**src/rtl/platformniostimer_loader_pkg.sv**
```systemverilog
// Shared types and constants for the on-chip RAM image loader.
//   state_t        : loader FSM states
//   LANES          : byte lanes per RAM word
//   BE_FULL        : byteenable with every lane active
//   WORD_MASK_FULL : data mask with every bit active
//   be_to_mask()   : expands a 4-bit byteenable into a 32-bit data mask
package platformniostimer_loader_pkg;

    typedef enum logic [2:0] {
        S_IDLE,
        S_FILL,
        S_WRITE,
        S_DRAIN,
        S_VERIFY_RD,
        S_VERIFY_WAIT,
        S_DONE
    } state_t;

    localparam int LANES = 4;
    localparam logic [LANES-1:0] BE_FULL = 4'hF;
    localparam logic [31:0] WORD_MASK_FULL = 32'hFFFF_FFFF;

    function automatic logic [31:0] be_to_mask(input logic [LANES-1:0] be);
        logic [31:0] m;
        m = '0;
        for (int i = 0; i < LANES; i++) begin
            m[i*8 +: 8] = {8{be[i]}};
        end
        return m;
    endfunction

endpackage

```
**src/rtl/platformniostimer_loader_packer.sv**
```systemverilog
// Little-endian byte packer: collects stream bytes into a 32-bit word.
//   clk, reset  : clock, asynchronous active-high reset
//   clear       : empty the word (combined with accept, the byte lands in lane 0)
//   accept      : a byte is taken this cycle
//   byte_data   : the byte being taken
//   word        : packed word, unfilled lanes read as 0
//   byteenable  : one bit per filled lane
//   lane        : lane the next accepted byte goes to
module platformniostimer_loader_packer
    import platformniostimer_loader_pkg::*;
(
    input  logic                       clk,
    input  logic                       reset,
    input  logic                       clear,
    input  logic                       accept,
    input  logic [7:0]                 byte_data,
    output logic [31:0]                word,
    output logic [LANES-1:0]           byteenable,
    output logic [$clog2(LANES)-1:0]   lane
);

    always_ff @(posedge clk or posedge reset) begin
        if (reset) begin
            word       <= '0;
            byteenable <= '0;
            lane       <= '0;
        end else if (clear) begin
            // A clear that coincides with an accepted byte starts a fresh word
            // with that byte already in lane 0.
            word       <= accept ? {24'h0, byte_data} : 32'h0;
            byteenable <= accept ? 4'b0001 : 4'b0000;
            lane       <= accept ? 2'd1 : 2'd0;
        end else if (accept) begin
            word[{lane, 3'b000} +: 8] <= byte_data;
            byteenable[lane]          <= 1'b1;
            lane                      <= lane + 2'd1;
        end
    end

endmodule

```
**src/rtl/platformniostimer_onchip_loader.sv**
```systemverilog
// Streams an 8-bit Avalon-ST packet into on-chip RAM as little-endian
// 32-bit words at sequential addresses from BASE_ADDR, then optionally reads
// the region back and compares an XOR checksum.
//   clk, reset          : clock, asynchronous active-high reset
//   in_*                : Avalon-ST byte sink (data/valid/sop/eop/ready)
//   mem_*               : RAM s1 master side; mem_readdata is valid one cycle
//                         after the address
//   busy                : any state other than IDLE
//   done                : one-cycle pulse at packet completion
//   err_overflow        : packet did not fit between BASE_ADDR and DEPTH
//   err_verify          : readback checksum differed from written checksum
//   err_framing         : SOP arrived inside a partially filled word
//   word_count          : words written for the current or last packet
module platformniostimer_onchip_loader
    import platformniostimer_loader_pkg::*;
#(
    parameter int ADDR_W    = 13,
    parameter int DEPTH     = 8192,
    parameter int BASE_ADDR = 0,
    parameter int VERIFY_EN = 1
) (
    input  logic              clk,
    input  logic              reset,
    input  logic [7:0]        in_data,
    input  logic              in_valid,
    input  logic              in_startofpacket,
    input  logic              in_endofpacket,
    output logic              in_ready,
    output logic [ADDR_W-1:0] mem_address,
    output logic [3:0]        mem_byteenable,
    output logic              mem_chipselect,
    output logic              mem_write,
    output logic [31:0]       mem_writedata,
    input  logic [31:0]       mem_readdata,
    output logic              busy,
    output logic              done,
    output logic              err_overflow,
    output logic              err_verify,
    output logic              err_framing,
    output logic [ADDR_W:0]   word_count
);

    // Number of words that fit between BASE_ADDR and the top of the RAM.
    localparam logic [ADDR_W:0] LIMIT     = (ADDR_W+1)'(DEPTH - BASE_ADDR);
    localparam logic [1:0]      LAST_LANE = 2'(LANES - 1);

    state_t state, state_n;

    logic              pk_clear, pk_accept;
    logic [31:0]       pk_word;
    logic [LANES-1:0]  pk_be;
    logic [1:0]        pk_lane;

    logic              start, restart;
    logic              last_q;
    logic [ADDR_W:0]   vidx;
    logic [31:0]       checksum, vsum, vsum_n;
    logic [LANES-1:0]  last_be;
    logic              wc_full, vidx_last;
    logic [ADDR_W:0]   wc_n, vidx_n;

    platformniostimer_loader_packer u_packer (
        .clk        (clk),
        .reset      (reset),
        .clear      (pk_clear),
        .accept     (pk_accept),
        .byte_data  (in_data),
        .word       (pk_word),
        .byteenable (pk_be),
        .lane       (pk_lane)
    );

    assign wc_full   = (word_count == LIMIT);
    assign vidx_last = (vidx == word_count - 1'b1);
    assign busy      = (state != S_IDLE);

    // Address counters as they will stand in the next cycle; used to
    // register the RAM address one cycle ahead of the strobe.
    assign wc_n   = start ? '0 : word_count;
    assign vidx_n = (state == S_WRITE) ? '0 : vidx + 1'b1;

    assign vsum_n = vsum ^ (mem_readdata &
                            (vidx_last ? be_to_mask(last_be) : WORD_MASK_FULL));

    // Write data and lanes come straight from the packer register while the
    // registered write strobe is up; reads enable every lane.
    assign mem_writedata  = mem_write ? pk_word : 32'h0;
    assign mem_byteenable = mem_write ? pk_be : (mem_chipselect ? BE_FULL : 4'h0);

    always_ff @(posedge clk or posedge reset) begin
        if (reset) begin
            state <= S_IDLE;
        end else begin
            state <= state_n;
        end
    end

    always_comb begin
        state_n   = state;
        in_ready  = 1'b0;
        pk_clear  = 1'b0;
        pk_accept = 1'b0;
        start     = 1'b0;
        restart   = 1'b0;
        case (state)
            S_IDLE: begin
                in_ready = 1'b1;
                if (in_valid && in_startofpacket) begin
                    start     = 1'b1;
                    pk_clear  = 1'b1;
                    pk_accept = 1'b1;
                    state_n   = in_endofpacket ? S_WRITE : S_FILL;
                end
            end
            S_FILL: begin
                in_ready = 1'b1;
                if (in_valid) begin
                    pk_accept = 1'b1;
                    if (in_startofpacket) begin
                        // Framing error: drop the partial word, restart at BASE_ADDR.
                        start    = 1'b1;
                        restart  = 1'b1;
                        pk_clear = 1'b1;
                        state_n  = in_endofpacket ? S_WRITE : S_FILL;
                    end else if (in_endofpacket || pk_lane == LAST_LANE) begin
                        state_n = S_WRITE;
                    end
                end
            end
            S_WRITE: begin
                pk_clear = 1'b1;
                if (wc_full) begin
                    state_n = last_q ? S_DONE : S_DRAIN;
                end else if (!last_q) begin
                    state_n = S_FILL;
                end else if (VERIFY_EN != 0) begin
                    state_n = S_VERIFY_RD;
                end else begin
                    state_n = S_DONE;
                end
            end
            S_DRAIN: begin
                in_ready = 1'b1;
                if (in_valid && in_endofpacket) begin
                    state_n = S_DONE;
                end
            end
            S_VERIFY_RD:   state_n = S_VERIFY_WAIT;
            S_VERIFY_WAIT: state_n = vidx_last ? S_DONE : S_VERIFY_RD;
            S_DONE:        state_n = S_IDLE;
            default:       state_n = S_IDLE;
        endcase
    end

    // RAM strobes, address and done are registered from the next state.
    always_ff @(posedge clk or posedge reset) begin
        if (reset) begin
            mem_chipselect <= 1'b0;
            mem_write      <= 1'b0;
            mem_address    <= '0;
            done           <= 1'b0;
        end else begin
            mem_write      <= (state_n == S_WRITE) && (wc_n != LIMIT);
            mem_chipselect <= ((state_n == S_WRITE) && (wc_n != LIMIT)) ||
                              (state_n == S_VERIFY_RD);
            if (state_n == S_WRITE) begin
                mem_address <= ADDR_W'(BASE_ADDR) + wc_n[ADDR_W-1:0];
            end else if (state_n == S_VERIFY_RD) begin
                mem_address <= ADDR_W'(BASE_ADDR) + vidx_n[ADDR_W-1:0];
            end else begin
                mem_address <= '0;
            end
            done <= (state_n == S_DONE);
        end
    end

    // Packet control: counters, last-byte tracking and sticky error flags.
    always_ff @(posedge clk or posedge reset) begin
        if (reset) begin
            last_q       <= 1'b0;
            word_count   <= '0;
            vidx         <= '0;
            err_overflow <= 1'b0;
            err_verify   <= 1'b0;
            err_framing  <= 1'b0;
        end else begin
            if (pk_accept) begin
                last_q <= in_endofpacket;
            end
            if (start) begin
                word_count <= '0;
                if (!restart) begin
                    err_overflow <= 1'b0;
                    err_verify   <= 1'b0;
                    err_framing  <= 1'b0;
                end else begin
                    err_framing <= 1'b1;
                end
            end
            if (state == S_WRITE) begin
                vidx <= '0;
                if (wc_full) begin
                    err_overflow <= 1'b1;
                end else begin
                    word_count <= word_count + 1'b1;
                end
            end
            if (state == S_VERIFY_WAIT) begin
                if (vidx_last) begin
                    err_verify <= (vsum_n != checksum);
                end else begin
                    vidx <= vidx + 1'b1;
                end
            end
        end
    end

    // Checksum datapath: no reset needed, each packet clears it on SOP.
    always_ff @(posedge clk) begin
        if (start) begin
            checksum <= '0;
        end else if (state == S_WRITE && !wc_full) begin
            checksum <= checksum ^ (pk_word & be_to_mask(pk_be));
        end
        if (state == S_WRITE && !wc_full) begin
            last_be <= pk_be;
        end
        if (state == S_WRITE) begin
            vsum <= '0;
        end else if (state == S_VERIFY_WAIT) begin
            vsum <= vsum_n;
        end
    end

endmodule

```
**config.mk**
```make
export PLATFORM = sky130hd
export DESIGN_NAME = platformniostimer_onchip_loader
export DESIGN_NICKNAME = d
export VERILOG_FILES = /design/src/rtl/platformniostimer_loader_pkg.sv /design/src/rtl/platformniostimer_loader_packer.sv /design/src/rtl/platformniostimer_onchip_loader.sv
export SDC_FILE = /design/constraint.sdc
export NUM_CORES = 1
export LEC_CHECK = 0
export CAP_MARGIN = 20
export CORE_MARGIN = 2
export CORE_UTILIZATION = 54
export CTS_BUF_LIST = sky130_fd_sc_hd__clkbuf_2
export DETAILED_ROUTE_END_ITERATION = 10
export PLACE_DENSITY_LB_ADDON = 0.25
export SYNTH_ARGS = -nofsm -noshare
export SYNTH_HDL_FRONTEND = slang
export SYNTH_SLANG_ARGS = --single-unit
export TNS_END_PERCENT = 5
```
**constraint.sdc**
```tcl
create_clock -name clk -period 4.22 [get_ports clk]
set_input_delay 0.422 -clock clk [delete_from_list [all_inputs] [get_ports clk]]
set_output_delay 0.422 -clock clk [all_outputs]
set_load 0.05 [all_outputs]
```
==> results.tsv <==
metric	value	unit
yosysUniqueCellTypes	73	
tightest_slew	0.991	ns
final_max_slew_viol_count	0	
ys_warn_count	0	
rsz0062_at_grt	no	
powerDensity	508	nW/um^2
layout.nets	1220	
cts.clk_slew.worst_paths	0.27	ns
final_hold_viol_count	0	
setup-violations-final	0	
post_cts_resize_count	0	
seq_power_share	40.8	%
relSlewSlack	33.4	%
path_class	reg -> reg	
cpPeakStageDelay	0.61	ns
p_int	2940	uW
switching_share	45.4	%
grt_pass1_vias	7638	
coreArea	16400	um^2
max-cap-violations	0	
route.met3.wl	1.98	mm
wl	26.9	mm
synth_ff_type	dfrtp_1	
synthMuxAreaShare	0.573	%
switchingPower	2440	uW
dp_hpwl	19.8	mm
hold_depth	3	
p_clk_share	16.4	%
die_x	133	um
r2r_slack	0.27	ns
required	4.88	ns
cts_root_buffer	clkbuf_2	
dieArea	17600	um^2
mostFrequentLayoutCell	nand2_1	
synth_compound_area_share	21.2	%
cts_tree	built	
status	completed	
fin_crit_sh	93.5	%
grt_pass1_wl	42.4	mm
synth_top_family_by_area	simple AND/OR/NAND/NOR gates	
synthCells	1062	
drtPass1Iterations	5	
peakVddDrop	504	uV
drc	0	
wl_met1	12.2	mm
min_path_type	in -> reg	
postCtsSetupRepairBufs	0	
fin_util	64.5	%
antenna_found_initial	1	
synth.avg_cell_area	8.43	um^2
critical_path.max_fanout	21	
min_from	in_endofpacket	
yosys_register_bits	157	
fmax	0.253	GHz
setup_tns	0	ns
drt_iter0_markers	759	
synth_top_area_share	24.9	%
synth_fa_ha_area_share	1.54	%
post-synth-top-area-cell	dfrtp_1	
crit_path_end_kind	flip-flop	
cts_buffer_depth	2	
start_util	54.5	%
drtAntennaViolNets	0	
io_buffers	115	
finalClockSkew	0.0535	ns
die_h	133	um
worstSkewPairLatency	0.77	ns
path_buf_inv	4	
vias	8334	
synth_area	8950	um^2
cts_max_level	4	
grt_usage	30.7	%
cp_slowest_cell	or4b_1	
top_layer	met4	
drive_gt1_share	5.78	%
synthArstFlopShare	56.7	%
rr_worst_depth	12	
critPathArrivalTime	4.60	ns
syn_nets	1118	
yosys.area_share.simple	22.1	%
viasPerCell	5.96	
routedWlPerCell	19.2	um
syn_to_final_growth	18.2	%
rr_startpoint	word_count[1]	
final_cell_mix	130 x nand2_1, 129 x o21ai_0, 115 x clkdlybuf4s50_1	
combinationalPowerShare	42.8	%
synth-edff-count	4	
p_leak	0.00434	uW
post-route-min-period	3.95	ns
synthTopCellsByArea	dfrtp_1 25%, dfxtp_1 14%, o21ai_0 7.2%	
setup.worst_path.start_class	flip-flop	
seq_area_frac_synth	40.5	%
crit_family	compound AO/OA/AOI/OAI gates	
rr_endpoint	mem_address[1]	
gr-total-overflow	0	
wl_met2	12.0	mm
grt_max_degree	40	
path_cells	inv_1, ha_1, or4b_1, o21ai_0, nand4_1, a211oi_2, buf_4, and3_1, a31o_2, buf_4, inv_1, a22o_1	
cts_made_buffers	17	
rows	47	
holdPathEnd	last_q	
gp_congestion	1.01	
synth_xor_area_share	10.1	%
io_pins	116	
clock_sinks	157	
## area by class of cell
| class | instances | area [um^2] |
|---|---|---|
| fill | 1399 | 5830 |
| clock buffer | 17 | 85.1 |
| clock inverter | 15 | 159 |
| timing repair buffer | 137 | 1320 |
| inverter | 38 | 144 |
| antenna | 1 | 2.50 |
| tap | 220 | 275 |
| multi-input combinational | 813 | 4960 |
| sequential | 157 | 3630 |
## layer usage
metal  GRT usage [%]  vias up
met3            6.63       43
met4            9.74        0
met1            43.9     4031
li1                -     3929
met2            46.7      331
met5               0        -
## kinds of logic (layout without fill, tap and decap cells)
group                    after synthesis  in the layout
AO/OA/AOI/OAI                        297            297
XOR/XNOR                             103            103
adder cells (fa/ha/maj)               11             11
buffers and inverters                 92            207
flip-flops                           157            157
multiplexers                           5              5
other                                  0              1
AND/OR/NAND/NOR                      397            397
## what timing repair did
item                                    in CTS  in global routing
endpoints found under the setup margin       0                  1
hold endpoints to repair                     9                  0
hold buffers                                 1                  0
## flip-flops by register name (all words and copies together) (netlist names), 2 cells and up
signal and flops:
last_be 4, vsum 32, u_packer.word 32, state 3, word_count 14, u_packer.byteenable 4, checksum 32, mem_address 13
vidx 14, u_packer.lane 2
## power by group through the flow
stage	Sequential, uW	Clock [uW]	Combinational, uW
final	2190	881	2300
after floorplan	2150	0	1590
after detailed placement	2200	0	2270
after global routing	2230	949	2520
after global placement	2200	0	2230
after CTS	2180	888	2280
## synth_stat cells (11+ instances only)
cell type	instances
ha_1	11
dfxtp_1	64
dfrtp_1	89
inv_1	37
clkbuf_1	50
and3_1	23
a22o_1	35
nand3_1	25
a21oi_1	45
xor2_1	42
nand2b_1	29
nor2_1	92
o21ai_0	129
and2_1	41
nand2_1	130
xnor2_1	61
nand4_1	12
## tightest hold or removal path: stages
cell	delay [ns]
clkdlybuf4s50_1	0.44
nand2_1	0.07
o21ai_0	0.07
## per-stage QoR
| step | area (um^2) | std cells | setup WS [ns] | hold WS [ns] | total power [uW] |
|---|---|---|---|---|---|
| final | 10600 | 1398 | 0.274 | 0.254 | 5380 |
| after floorplan | 8950 | 1062 | 0.468 | 0.452 | 3740 |
| after CTS | 10600 | 1397 | 0.215 | 0.221 | 5350 |
| after detailed placement | 10300 | 1364 | 0.296 | 0.475 | 4470 |
| after global placement | 10300 | 1364 | 0.457 | 0.476 | 4430 |
| after global routing | 10600 | 1398 | 0.0414 | 0.261 | 5700 |
## how the worst max path moves through the flow
| stage | end | start | cells past startpoint | slack, ns |
|---|---|---|---|---|
| after global routing | mem_address[1] | word_count[1] | 12 | 0.04 |
| after floorplan | err_verify | word_count[0] | 14 | 0.47 |
| after CTS | err_verify | word_count[1] | 12 | 0.22 |
| final | mem_address[1] | word_count[1] | 12 | 0.27 |
| after detailed placement | err_verify | word_count[1] | 12 | 0.30 |
| after global placement | err_verify | word_count[1] | 12 | 0.46 |
(Power assumes the default switching activity.)
